$ cat src/rtl/cam_search_engine.sv
// Ternary CAM with per-entry valid/mask, 2-stage pipelined search, priority-encoded result and flush FSM.
// Optional `CAM_FREE_SLOT_EN adds free_valid/free_index/full outputs derived from the valid bits.
module cam_search_engine #(
    parameter int CAM_WIDTH  = 8,
    parameter int CAM_DEPTH  = 8,
    parameter int ADDR_WIDTH = 3
) (
    input  logic                  clk,
    input  logic                  rst,
    input  logic                  wr_en,
    input  logic                  wr_inval,
    input  logic [ADDR_WIDTH-1:0] wr_addr,
    input  logic [CAM_WIDTH-1:0]  wr_key,
    input  logic [CAM_WIDTH-1:0]  wr_mask,
    input  logic                  srch_valid,
    output logic                  srch_ready,
    input  logic [CAM_WIDTH-1:0]  srch_key,
    input  logic [CAM_WIDTH-1:0]  srch_mask,
    input  logic                  flush_req,
    output logic                  busy,
    output logic                  rslt_valid,
    output logic                  rslt_hit,
    output logic [ADDR_WIDTH-1:0] rslt_index,
    output logic                  rslt_multi,
    output logic [CAM_DEPTH-1:0]  rslt_vec
`ifdef CAM_FREE_SLOT_EN
    ,
    output logic                  free_valid,
    output logic [ADDR_WIDTH-1:0] free_index,
    output logic                  full
`endif
);

    localparam logic ST_IDLE  = 1'b0;
    localparam logic ST_FLUSH = 1'b1;
    localparam logic [ADDR_WIDTH-1:0] LAST_IDX = ADDR_WIDTH'(CAM_DEPTH - 1);

    logic [CAM_WIDTH-1:0]  key_mem  [CAM_DEPTH];
    logic [CAM_WIDTH-1:0]  mask_mem [CAM_DEPTH];
    logic [CAM_DEPTH-1:0]  valid;
    logic                  state;
    logic [ADDR_WIDTH-1:0] flush_cnt;

    logic                  accept;
    logic                  wr_ok;
    logic [CAM_DEPTH-1:0]  match_vec;
    logic                  s1_valid;
    logic [CAM_DEPTH-1:0]  s1_vec;
    logic [ADDR_WIDTH-1:0] enc_index;
    logic                  enc_multi;

    assign busy       = (state == ST_FLUSH);
    assign srch_ready = ~busy;
    assign accept     = srch_valid & srch_ready;
    // A flush request in the same idle cycle wins over a write.
    assign wr_ok      = wr_en & (state == ST_IDLE) & ~flush_req;

    // NOTE: always_comb uses blocking assignments and a default first, so no latch is inferred.
    always_comb begin
        match_vec = '0;
        for (int i = 0; i < CAM_DEPTH; i++) begin
            match_vec[i] = valid[i] &
                           ~|((key_mem[i] ^ srch_key) & ~mask_mem[i] & ~srch_mask);
        end
    end

    // NOTE: key/mask storage is deliberately not reset; the valid bit alone qualifies an entry.
    always_ff @(posedge clk) begin
        for (int i = 0; i < CAM_DEPTH; i++) begin
            if (wr_ok && !wr_inval && wr_addr == ADDR_WIDTH'(i)) begin
                key_mem[i]  <= wr_key;
                mask_mem[i] <= wr_mask;
            end
        end
    end

    // Out-of-range write addresses never equal any entry index and so fall through.
    always_ff @(posedge clk) begin
        if (rst) begin
            valid     <= '0;
            state     <= ST_IDLE;
            flush_cnt <= '0;
        end else begin
            case (state)
                ST_IDLE: begin
                    if (flush_req) begin
                        state     <= ST_FLUSH;
                        flush_cnt <= '0;
                    end
                end
                ST_FLUSH: begin
                    flush_cnt <= flush_cnt + ADDR_WIDTH'(1);
                    if (flush_cnt == LAST_IDX) state <= ST_IDLE;
                end
                default: state <= ST_IDLE;
            endcase
            for (int i = 0; i < CAM_DEPTH; i++) begin
                if (state == ST_FLUSH && flush_cnt == ADDR_WIDTH'(i))
                    valid[i] <= 1'b0;
                else if (wr_ok && wr_addr == ADDR_WIDTH'(i))
                    valid[i] <= ~wr_inval;
            end
        end
    end

    always_comb begin
        enc_index = '0;
        for (int i = CAM_DEPTH - 1; i >= 0; i--) begin
            if (s1_vec[i]) enc_index = ADDR_WIDTH'(i);
        end
        enc_multi = |(s1_vec & (s1_vec - CAM_DEPTH'(1)));
    end

    // Stage 1 captures the match vector; stage 2 captures the encoded result.
    // NOTE: sequential state is updated with non-blocking assignments only.
    always_ff @(posedge clk) begin
        if (rst) begin
            s1_valid   <= 1'b0;
            s1_vec     <= '0;
            rslt_valid <= 1'b0;
            rslt_hit   <= 1'b0;
            rslt_index <= '0;
            rslt_multi <= 1'b0;
            rslt_vec   <= '0;
        end else begin
            s1_valid   <= accept;
            s1_vec     <= accept ? match_vec : '0;
            rslt_valid <= s1_valid;
            rslt_hit   <= |s1_vec;
            rslt_index <= enc_index;
            rslt_multi <= enc_multi;
            rslt_vec   <= s1_vec;
        end
    end

`ifdef CAM_FREE_SLOT_EN
    always_comb begin
        free_index = '0;
        for (int i = CAM_DEPTH - 1; i >= 0; i--) begin
            if (!valid[i]) free_index = ADDR_WIDTH'(i);
        end
    end

    assign full       = &valid;
    assign free_valid = ~full;
`endif

endmodule

$ cat config.mk
export PLATFORM = sky130hd
export DESIGN_NAME = cam_search_engine
export DESIGN_NICKNAME = d
export VERILOG_FILES = /design/src/rtl/cam_search_engine.sv
export SDC_FILE = /design/constraint.sdc
export NUM_CORES = 1
export LEC_CHECK = 0
export BUFFER_PORTS_ARGS = -buffer_cell sky130_fd_sc_hd__buf_2
export CELL_PAD_IN_SITES_DETAIL_PLACEMENT = 1
export CELL_PAD_IN_SITES_GLOBAL_PLACEMENT = 1
export CORE_MARGIN = 2
export CORE_UTILIZATION = 30
export DETAILED_ROUTE_END_ITERATION = 8
export GPL_TIMING_DRIVEN = 0
export PLACE_DENSITY = 0.6
export SYNTH_ARGS = -nofsm -noshare
export SYNTH_HDL_FRONTEND = slang
export SYNTH_SLANG_ARGS = --single-unit
export TNS_END_PERCENT = 10
$ cat constraint.sdc
create_clock -name clk -period 3.4 [get_ports clk]
set_input_delay 0.68 -clock clk [delete_from_list [all_inputs] [get_ports clk]]
set_output_delay 0.68 -clock clk [all_outputs]
set_load 0.02 [all_outputs]
==> impl_results.md, run 1 <==
- Leakage Power: 2.45 nW
- Post-route DRC violation count: 0
- Die area: 22,500 um2
- Syn Area/Cell: 15.0 um2
- Layout net count: 539
- Fraction of layout cells with a size suffix above 1: 20.6%
- Status: completed
- CP Class: in -> reg
- GR Util met1: 18.2%
- Slowest-stage cell, CP: nor3_2
- Root Driver: clkbuf_16
- Worst flop-to-flop path startpoint: busy
- Sw Share: 21.0%
- CTS tree: yes
- Worst-case reg-to-reg path depth: 4
- Reg2Reg Capture Point: key_mem[1][23]
- Max Root-Sink Buffers: 2
- Post-synthesis mux area share: 0.156%
- Largest cells by area after synthesis: edfxtp_1, dfxtp_1, xnor2_1
- Post-synthesis sequential area ratio: 71.0%
- Hold path depth: 1
- Remaining global-route overflow: 0
- Clock Power Share: 42.2%
- Syn nets: 474
- Clock slew at reported path FFs: 60 ps
- Worst hold endpoint: rslt_valid
- Grt met3 use: 3.75%
- Routed wire length: 14.3 mm
- Cell Pwr Density: 538 nW/um2
- Cell Area, Placed: 7060 um2
- Synth top area share: 60.0%
- Post-synth cell types: 48
- Post-CTS Repair Setup Buffers: 0
- Placed wire-length estimate: 10.6 mm
- Fmax: 454 MHz
- Avg Vias per Cell: 4.57
- Synth top cells by count: edfxtp_1, xnor2_1, nor3_1
- 1st-iter DRT viols: 161
- Htree depth: 4
- CP Launch Type: input pin
- Mapped Cells: 427
- Resize count post-CTS: 0
- Critical Path AT: 2330 ps
- Post-synth design cell area: 6400 um2
- Initial antenna violation count: 2
- Setup Skew: 7.56 ps
- Pre-CTS setup slack: 732 ps
- Filler cells: 2,223
- Initial Util: 30.5%
- Min cycle time layout: 2200 ps
- All-layer global routing usage: 13.8%
- Slowest stage delay, CP: 670 ps
- Fin. max-slew vios: 0
- Period utilisation layout: 64.8%
- Design Power: 0.00408 W
- Routed via count: 3,564
- Seq cells post-synth: 163
- Synth-to-layout area growth: 18.6%
- Largest net degree at the start of global routing: 17
- Cell taking the most area after synthesis: edfxtp_1
- CP Max Fanout: 9
- Drt wl/cell: 18.3 um
- Post-synth ARST share: 0%
- Top-count cell post-synth: edfxtp_1
- Crit. End Element: register
- Fin area: 7590 um2
- RePlAce Congestion: 0.832
- Clk_lat worst skew: 420 ps
- First-pass GRT wire length: 22.6 mm
- Xor/xnor share of the synthesized area: 8.76%
- Hold Slack: 442 ps
- Row count: 53
- TritonCTS Buffers: 17
- Flop pwr share: 53.1%
- Die X-Extent: 150 um
- Hold_buf cts: 0
- I/O Buffers: 39
- GRT met2 Usage: 21.6%
- P_sw: 0.000857 W
- Hold Path Class: reg -> reg
- Int Power: 0.00322 W
- Simple-gate share of the synthesized area: 11.5%
- Chip height: 150 um
- Pre-Repair DR Iteration Count: 5
- Worst Hold Launch: s1_valid
- Synth Area in Adders: 1.33%
- Global-route layer with the greatest usage: met2
- Worst-path cell chain: buf_2 > and4bb_1 > nand2_1 > nor3_2 > buf_6
- EDFF count, synth: 128
- Final setup fails: 0
- Combinational share of power: 4.7%
- Final Hold Vio Count: 0
- Vias in the first global route: 3,773
- # IOs: 57
- Core area: 21,000 um2
- CTS sink cnt: 163
- Largest family of logic cells by synthesized area: simple AND/OR/NAND/NOR gates
- RSZ-0062 raised after global routing: no
- Antenna Diode Count: 0
- Actual slew at the worst max-slew pin: 1010 ps
- Post-route setup slack: 1200 ps
- Compound-Gate Fraction of Synth Area: 5.20%
- Worst EP required: 3530 ps
- Total number of yosys warnings: 0
- DRT antenna net count: 0
- R2r setup slk: 1200 ps
- Synth Flop Type: edfxtp_1
- Maximum VDD drop: 0.000296 V
- Max-cap viol count: 0
- Relative slew slack: 32.6%
-- per-stage QoR --
step,utilization [%],instances,TNS (ps)
global placement,33.1,741,-8520
detailed placement,33.7,748,0
global route,36.2,780,0
floorplan,-,427,0
finish,36.2,780,0
CTS,36.2,780,0
-- cells by family (layout without fill, tap and decap cells) --
logic type,after synthesis,in the layout
adder cells (fa/ha/maj),7,7
flip-flops,163,163
XOR/XNOR,64,64
AO/OA/AOI/OAI,44,44
multiplexers,1,1
AND/OR/NAND/NOR,122,122
buffers and inverters,26,104
-- state kept, by name (all words and copies together), names as in the netlist --
name        flops
key_mem        64
mask_mem       64
rslt_vec        8
s1_vec          8
valid           8
flush_cnt       3
rslt_index      3
busy            1
rslt_hit        1
rslt_multi      1
rslt_valid      1
s1_valid        1
-- layout by cell type (no fill, tap or decap), drive strengths merged, types with 7 or more instances in the layout --
cell type | Yosys | final
buf | 15 | 61
clkbuf | 6 | 26
clkinv | 0 | 7
dfxtp | 35 | 35
edfxtp | 128 | 128
nor2 | 23 | 23
nor2b | 11 | 11
nor3 | 45 | 45
nor4 | 8 | 8
o311ai | 8 | 8
o31ai | 8 | 8
or3 | 10 | 10
or4 | 9 | 9
xnor2 | 64 | 64
-- critical path: cells and delay by family --
family	cells	cell delay (ps)
and+or+nand+nor	3	1220
buffers and inverters	2	420
-- power by group through the flow --
stage / clock network [W] / registers, W / logic (W)
floorplan: 0 / 0.00221 / 0.000114
global placement: 0 / 0.00221 / 0.000185
detailed placement: 0 / 0.00221 / 0.000196
CTS: 0.00176 / 0.00217 / 0.000197
global route: 0.00185 / 0.00217 / 0.000215
finish: 0.00172 / 0.00217 / 0.000192
-- layer usage --
layer / routed length [um] / vias up
li1: - / 1722
met1: 6540 / 1746
met2: 6710 / 68
met3: 718 / 24
met4: 287 / 4
met5: 29 / -
-- worst max-delay path by stage --
stage | slack (ps) | to | depth (start not counted) | startpoint
detailed placement | 730 | key_mem[1][21] | 5 | flush_req
floorplan | 680 | key_mem[1][16] | 3 | flush_req
finish | 1200 | key_mem[1][23] | 5 | flush_req
CTS | 1150 | key_mem[1][20] | 4 | busy
global placement | -510 | key_mem[1][21] | 4 | flush_req
global route | 1010 | key_mem[1][23] | 4 | busy
-- area by class of cell --
cell class | count | area [um2] | share of cell area [%]
clock inverter | 12 | 91.3 | 1.20
timing repair buffer | 46 | 297 | 3.91
multi-input combinational | 238 | 1740 | 23.0
clock buffer | 20 | 437 | 5.75
inverter | 5 | 18.8 | 0.247
sequential | 163 | 4540 | 59.9
tap | 275 | 344 | 4.53
buffer | 21 | 115 | 1.52
Note: power is estimated with default switching activity, not from simulation.
==> run 2: changes to the inputs <==
ABC_AREA = 1   (was default)
PLACE_DENSITY = 0.63   (was 0.6)
clock period = 2.06 ns   (was 3.4 ns; I/O delays follow)
==> run 2 against run 1 <==
First-iteration DRC count rose by 22%. Largest cell class unchanged. Largest power group unchanged. Highest routed layer is now met4. Critical path depth stayed put. Critical path type is now reg -> reg. Final cell count grew 38%. Critical endpoint is now key_mem[1][17]. Sequential share of layout area fell by 3.5 points.
==> impl_results.md, run 2 <==
- Status: completed
- Post-synthesis sequential area ratio: 65.6% (-5.4 points)
- Drt wl/cell: 15.1 um (-18%)
- Layout Utilization: 35.6% (-0.62 points)
- Routed via count: 4,707 (+32%)
- # IOs: 57 (unchanged)
- Placed wire-length estimate: 11.5 mm (+8.9%)
- Avg Vias per Cell: 4.38 (-4.2%)
- Final setup fails: 0 (unchanged)
- 1st-iter DRT viols: 196 (+22%)
- Routed wire length: 16.2 mm (+14%)
- Syn Area/Cell: 9.65 um2 (-36%)
- Most frequent cells in the layout: nand2_1, nor2_1, edfxtp_1
- Core area: 22,600 um2 (+8.0%)
- I/O Buffers: 42 (+7.7%)
- Synth-to-layout area growth: 16.3%
- Pre-CTS setup slack: -96.4 ps (-829 ps)
- Synth top cells by count: nand2_1, edfxtp_1, nor2_1
- Largest net degree at the start of global routing: 17 (unchanged)
- Max-cap viol count: 0 (unchanged)
- Cell Area, Placed: 7490 um2 (+6.1%)
- WP buf/inv: 1 (-1)
- Maximum VDD drop: 0.000545 V (+84%)
- Hold Slack: 242 ps (-200 ps)
- Vias in the first global route: 4,794 (+27%)
- Clock slew at reported path FFs: 60 ps (about the same)
- CTS tree: yes
- Cell Pwr Density: 848 nW/um2 (+58%)
- End of the critical path: key_mem[1][17]
- Cell taking the most area after synthesis: edfxtp_1
- Initial antenna violation count: 0 (-2)
- DP Cell Count: 1,045 (+40%)
- Remaining global-route overflow: 0 (unchanged)
- Critical Path AT: 1980 ps (-350 ps)
- DRT antenna net count: 0 (unchanged)
- Slowest stage delay, CP: 570 ps (-100 ps)
- Crit. Startpoint: busy
- RePlAce Congestion: 0.781 (-6.1%)
- Crit. End Element: register
- Layout net count: 826 (+53%)
- Fin. max-slew vios: 0 (unchanged)
- Post-route setup slack: 136 ps (-1060 ps)
- Filler cells: 2,594 (+17%)
- Fin area: 8060 um2 (+6.2%)
- CP Launch Type: register
- TritonCTS Buffers: 17 (unchanged)
- Fraction of layout cells with a size suffix above 1: 13.9% (-6.7 points)
- Reg2Reg Capture Point: key_mem[1][17]
- Critical Path Stages: 5 (unchanged)
- Slowest-stage cell, CP: inv_1
- Synth Flop Type: edfxtp_1
- Crit path max-delay family: simple AND/OR/NAND/NOR gates
- Period utilisation layout: 93.4%
- Die area: 24,300 um2 (+8.0%)
- Worst-path cell chain: nor2_4 > nand2_4 > nor2_8 > nand2_1 > inv_1
- CP Max Fanout: 16 (+7)
- Most common cell after layout, fill and taps aside: nand2_1
- Worst EP required: 2120 ps (-1410 ps)
- RSZ-0062 raised after global routing: no
- Largest cells by area after synthesis: edfxtp_1, nand2_1, dfxtp_1
- All-layer global routing usage: 14.2% (+0.36 points)
- Synth top area share: 55.5% (-4.6 points)
- Root Driver: clkbuf_16
- Worst-case reg-to-reg path depth: 5 (+1)
- R2r setup slk: 140 ps (-1060 ps)
- Setup Skew: 8.19 ps (+0.632 ps)
- Leakage Power: 3.29 nW (+34%)
- EDFF count, synth: 128 (unchanged)
- Finished Layout Cells: 1,075 (+38%)
- Pre-Repair DR Iteration Count: 4 (-1)
- Max Root-Sink Buffers: 2 (unchanged)
- Syn nets: 765 (+61%)
- Antenna Diode Count: 0 (unchanged)
- Relative slew slack: 48.8% (+16 points)
- CTS sink cnt: 163 (unchanged)
- CP Class: reg -> reg
- Post-route DRC violation count: 0 (unchanged)
- Post-CTS Repair Setup Buffers: 0 (unchanged)
- Initial Util: 30.6% (+0.053 points)
- Clk_lat worst skew: 430 ps (about the same)
- Worst flop-to-flop path startpoint: busy
- Hold Path Class: in -> reg
- Largest regs: key_mem x64, mask_mem x64
- Total number of yosys warnings: 0 (unchanged)
- Row count: 55 (+3.8%)
- Seq cells post-synth: 163 (unchanged)
- Chip height: 156 um (+3.9%)
- Actual slew at the worst max-slew pin: 768 ps (-244 ps)
- First-pass GRT wire length: 25.6 mm (+13%)
- Htree depth: 4 (unchanged)
- Post-synth ARST share: 0% (unchanged)
- Post-synth cell types: 25 (-48%)
- Die X-Extent: 156 um (+3.9%)
- Top-count cell post-synth: nand2_1
- Min cycle time layout: 1920 ps
- Fmax: 520 MHz
- Post-synth design cell area: 6930 um2 (+8.2%)
- Mapped Cells: 718 (+68%)
- Final Hold Vio Count: 0 (unchanged)
[run 2: power by group]
part / switching (W) / internal [W] / leakage [nW] / total [W]
Sequential: 0.0000116 / 0.00356 / 1.43 / 0.00358
Combinational: 0.000237 / 0.000100 / 1.61 / 0.000337
Clock: 0.00128 / 0.00164 / 0.247 / 0.00292
Total: 0.00153 / 0.00530 / 3.29 / 0.00683
[run 2: how the worst min path moves through the flow]
stage                 endpoint  slack [ps]        from  cells past startpoint
2_1_floorplan       rslt_valid         390    s1_valid                      2
6_report          flush_cnt[2]         240         rst                      2
4_1_cts           flush_cnt[1]         230         rst                      2
3_5_place_dp        rslt_valid         410    s1_valid                      2
5_1_grt        mask_mem[0][31]         260  wr_mask[7]                      1
3_3_place_gp        rslt_valid         400    s1_valid                      2
[run 2: area by class of cell]
| type | instances | area (um2) | share of cell area (%) |
|---|---|---|---|
| sequential | 163 | 4540 | 56.4 |
| inverter | 93 | 375 | 4.66 |
| multi-input combinational | 443 | 1930 | 24.0 |
| clock inverter | 13 | 113 | 1.40 |
| buffer | 19 | 101 | 1.26 |
| timing repair buffer | 42 | 210 | 2.61 |
| tap | 285 | 357 | 4.42 |
| clock buffer | 17 | 425 | 5.28 |
[run 2: metal layers]
metal / wire length, um / part of all wire, % / track usage, %
met5: 0 / 0 / 0
met4: 317 / 2.0 / 5.55
met3: 457 / 2.8 / 2.42
met2: 7980 / 49 / 24.3
met1: 7470 / 46 / 17.8
[run 2: what timing repair did]
action	4_1_cts	5_1_grt
gates resized for setup	2	5
hold buffers	0	0
setup endpoints to repair	32	74
[run 2: through the flow]
step / setup TNS (ps) / power (W)
after floorplan: 0 / 0.00384
after CTS: 0 / 0.00690
final: 0 / 0.00683
after detailed placement: -5550 / 0.00399
after global routing: 0 / 0.00706
after global placement: -4440 / 0.00398
[run 2: cell families after synthesis]
logic type | after synthesis | share of synthesized area (%)
simple gates | 399 | 24.0
buf+inv | 112 | 6.50
compound gates | 38 | 2.80
fa+ha+maj | 6 | 1.08
flops | 163 | 65.6
==> run 3: changes to the inputs <==
REMOVE_ABC_BUFFERS = 1   (was default)
==> run 3 against run 2 <==
Register-to-register slack better by 140 ps. Via count is 0.91% lower. Clock power is 11% higher. Utilization is 0.17 points higher. Total power is 4.3% higher. Worst hold slack better by 5.9 ps. Maximum frequency is 7.9% higher. Sequential share of layout area is 0.27 points lower.
==> impl_results.md, run 3 (synthesis results as in run 2) <==
- Max-cap viol count: 0 (unchanged)
- Critical Path AT: 1810 ps (-170 ps)
- Setup total negative slack: 0 ps (unchanged)
- Final setup fails: 0 (unchanged)
- Initial antenna violation count: 0 (unchanged)
- I/O Buffers: 56 (+33%)
- CP Max Fanout: 16 (unchanged)
- Routed via count: 4,664 (-0.91%)
- Vias in the first global route: 4,743 (-1.1%)
- Status: completed
- Initial Util: 30.6% (unchanged)
- Most frequent cells in the layout: nand2_1, nor2_1, edfxtp_1
- Final Hold Vio Count: 0 (unchanged)
- RSZ-0062 raised after global routing: no
- Fin. max-slew vios: 0 (unchanged)
- Root Driver: clkbuf_16
- Placed wire-length estimate: 11.1 mm (-3.8%)
- Clk_lat worst skew: 430 ps (about the same)
- Post-CTS Repair Setup Buffers: 0 (unchanged)
- Row count: 55 (unchanged)
- RePlAce Congestion: 0.719 (-8.0%)
- Pre-Repair DR Iteration Count: 4 (unchanged)
- Remaining global-route overflow: 0 (unchanged)
- Fmax: 561 MHz (+7.9%)
- DRT antenna net count: 0 (unchanged)
- CTS sink cnt: 163 (unchanged)
- Chip height: 156 um (unchanged)
- Antenna Diode Count: 0 (unchanged)
- Largest net degree at the start of global routing: 19 (+2)
- Maximum VDD drop: 0.000555 V (+1.9%)
- CP Launch Type: register
- CP Class: reg -> reg
- Cell Pwr Density: 879 nW/um2 (+3.8%)
- Post-route DRC violation count: 0 (unchanged)
- Min cycle time layout: 1780 ps (-141 ps)
- First-pass GRT wire length: 25.0 mm (-2.6%)
- Most common cell after layout, fill and taps aside: nand2_1
- Crit. End Element: register
- All-layer global routing usage: 13.7% (-0.44 points)
- Core area: 22,600 um2 (unchanged)
- Avg Vias per Cell: 4.35 (-0.64%)
- Drt wl/cell: 14.6 um (-3.4%)
- Largest regs: key_mem x64, mask_mem x64
- Hold Path Class: in -> reg
- Layout net count: 821 (-0.61%)
- Die area: 24,300 um2 (unchanged)
- Worst EP required: 2080 ps (-40 ps)
- Hold Slack: 248 ps (+5.92 ps)
- Period utilisation layout: 86.6% (-6.8 points)
- Actual slew at the worst max-slew pin: 487 ps (-281 ps)
- TritonCTS Buffers: 17 (unchanged)
- Die X-Extent: 156 um (unchanged)
- Setup Skew: 9.29 ps (+1.09 ps)
- Htree depth: 4 (unchanged)
- Synth-to-layout area growth: 16.9%
- Filler cells: 2,548 (-1.8%)
- CTS tree: yes
- Max Root-Sink Buffers: 2 (unchanged)
- Fraction of layout cells with a size suffix above 1: 14.7% (+0.82 points)
- 1st-iter DRT viols: 189 (-3.6%)
- Leakage Power: 3.32 nW (+1.0%)
- # IOs: 57 (unchanged)
- Design Power: 0.00712 W (+4.3%)
- Routed wire length: 15.6 mm (-3.6%)
- Clock slew at reported path FFs: 70 ps (about the same)
- Relative slew slack: 67.5% (+19 points)
run 3: what timing repair did:
action,CTS,global route
resized for setup,1,7
hold buffers,0,0
hold endpoints to repair,0,0
setup endpoints to repair,2,112
pin swaps,0,0
run 3: per-stage QoR:
step                      utilization [%]  instances  area [um2]  setup slack (ps)
after CTS                            35.7       1072        8070              9.27
after detailed placement             33.0       1040        7460             -74.5
final                                35.8       1072        8100               277
after global routing                 35.8       1072        8100               142
after floorplan                         -        699        6830               408
after global placement               33.0       1040        7460             -50.7
run 3: report_power, final:
group / switching (W) / leakage, nW / internal, W
clock network: 0.00148 / 0.296 / 0.00175
logic: 0.000225 / 1.59 / 0.0000955
registers: 0.0000114 / 1.43 / 0.00356
total: 0.00172 / 3.32 / 0.00541
run 3: path summary, 6_finish.rpt:
kind                   from         endpoint  depth (start not counted)  slack (ps)
hold reg to reg    s1_valid       rslt_valid                          2         410
setup / recovery       busy  mask_mem[0][25]                          5         280
hold / removal    flush_req             busy                          3         250
setup reg to reg       busy  mask_mem[0][25]                          5         280
run 3: metal layers:
metal	vias to the layer above	wire [um]	GRT usage, %	share of wire [%]
li1	2415	-	-	-
met1	2173	7240	16.8	46
met2	63	7770	24.0	50
met3	13	409	3.56	2.6
met4	0	213	3.58	1.4
met5	-	0	0	0
run 3: worst max-delay path, cell delays in order, from the launching register on:
cell	delay [ps]
dfxtp_1	500
nor2_4	100
nand2_4	130
nor2_8	60
nand3_1	140
clkinvlp_4	440
run 3: layout make-up:
| cell class | count | area [um2] | area share (%) |
|---|---|---|---|
| Sequential cell | 163 | 4540 | 56.1 |
| Multi-Input combinational cell | 443 | 1930 | 23.9 |
| Clock buffer | 17 | 425 | 5.25 |
| Inverter | 93 | 379 | 4.68 |
| Tap cell | 285 | 357 | 4.40 |
| Timing Repair Buffer | 56 | 280 | 3.46 |
| Clock inverter | 15 | 179 | 2.21 |
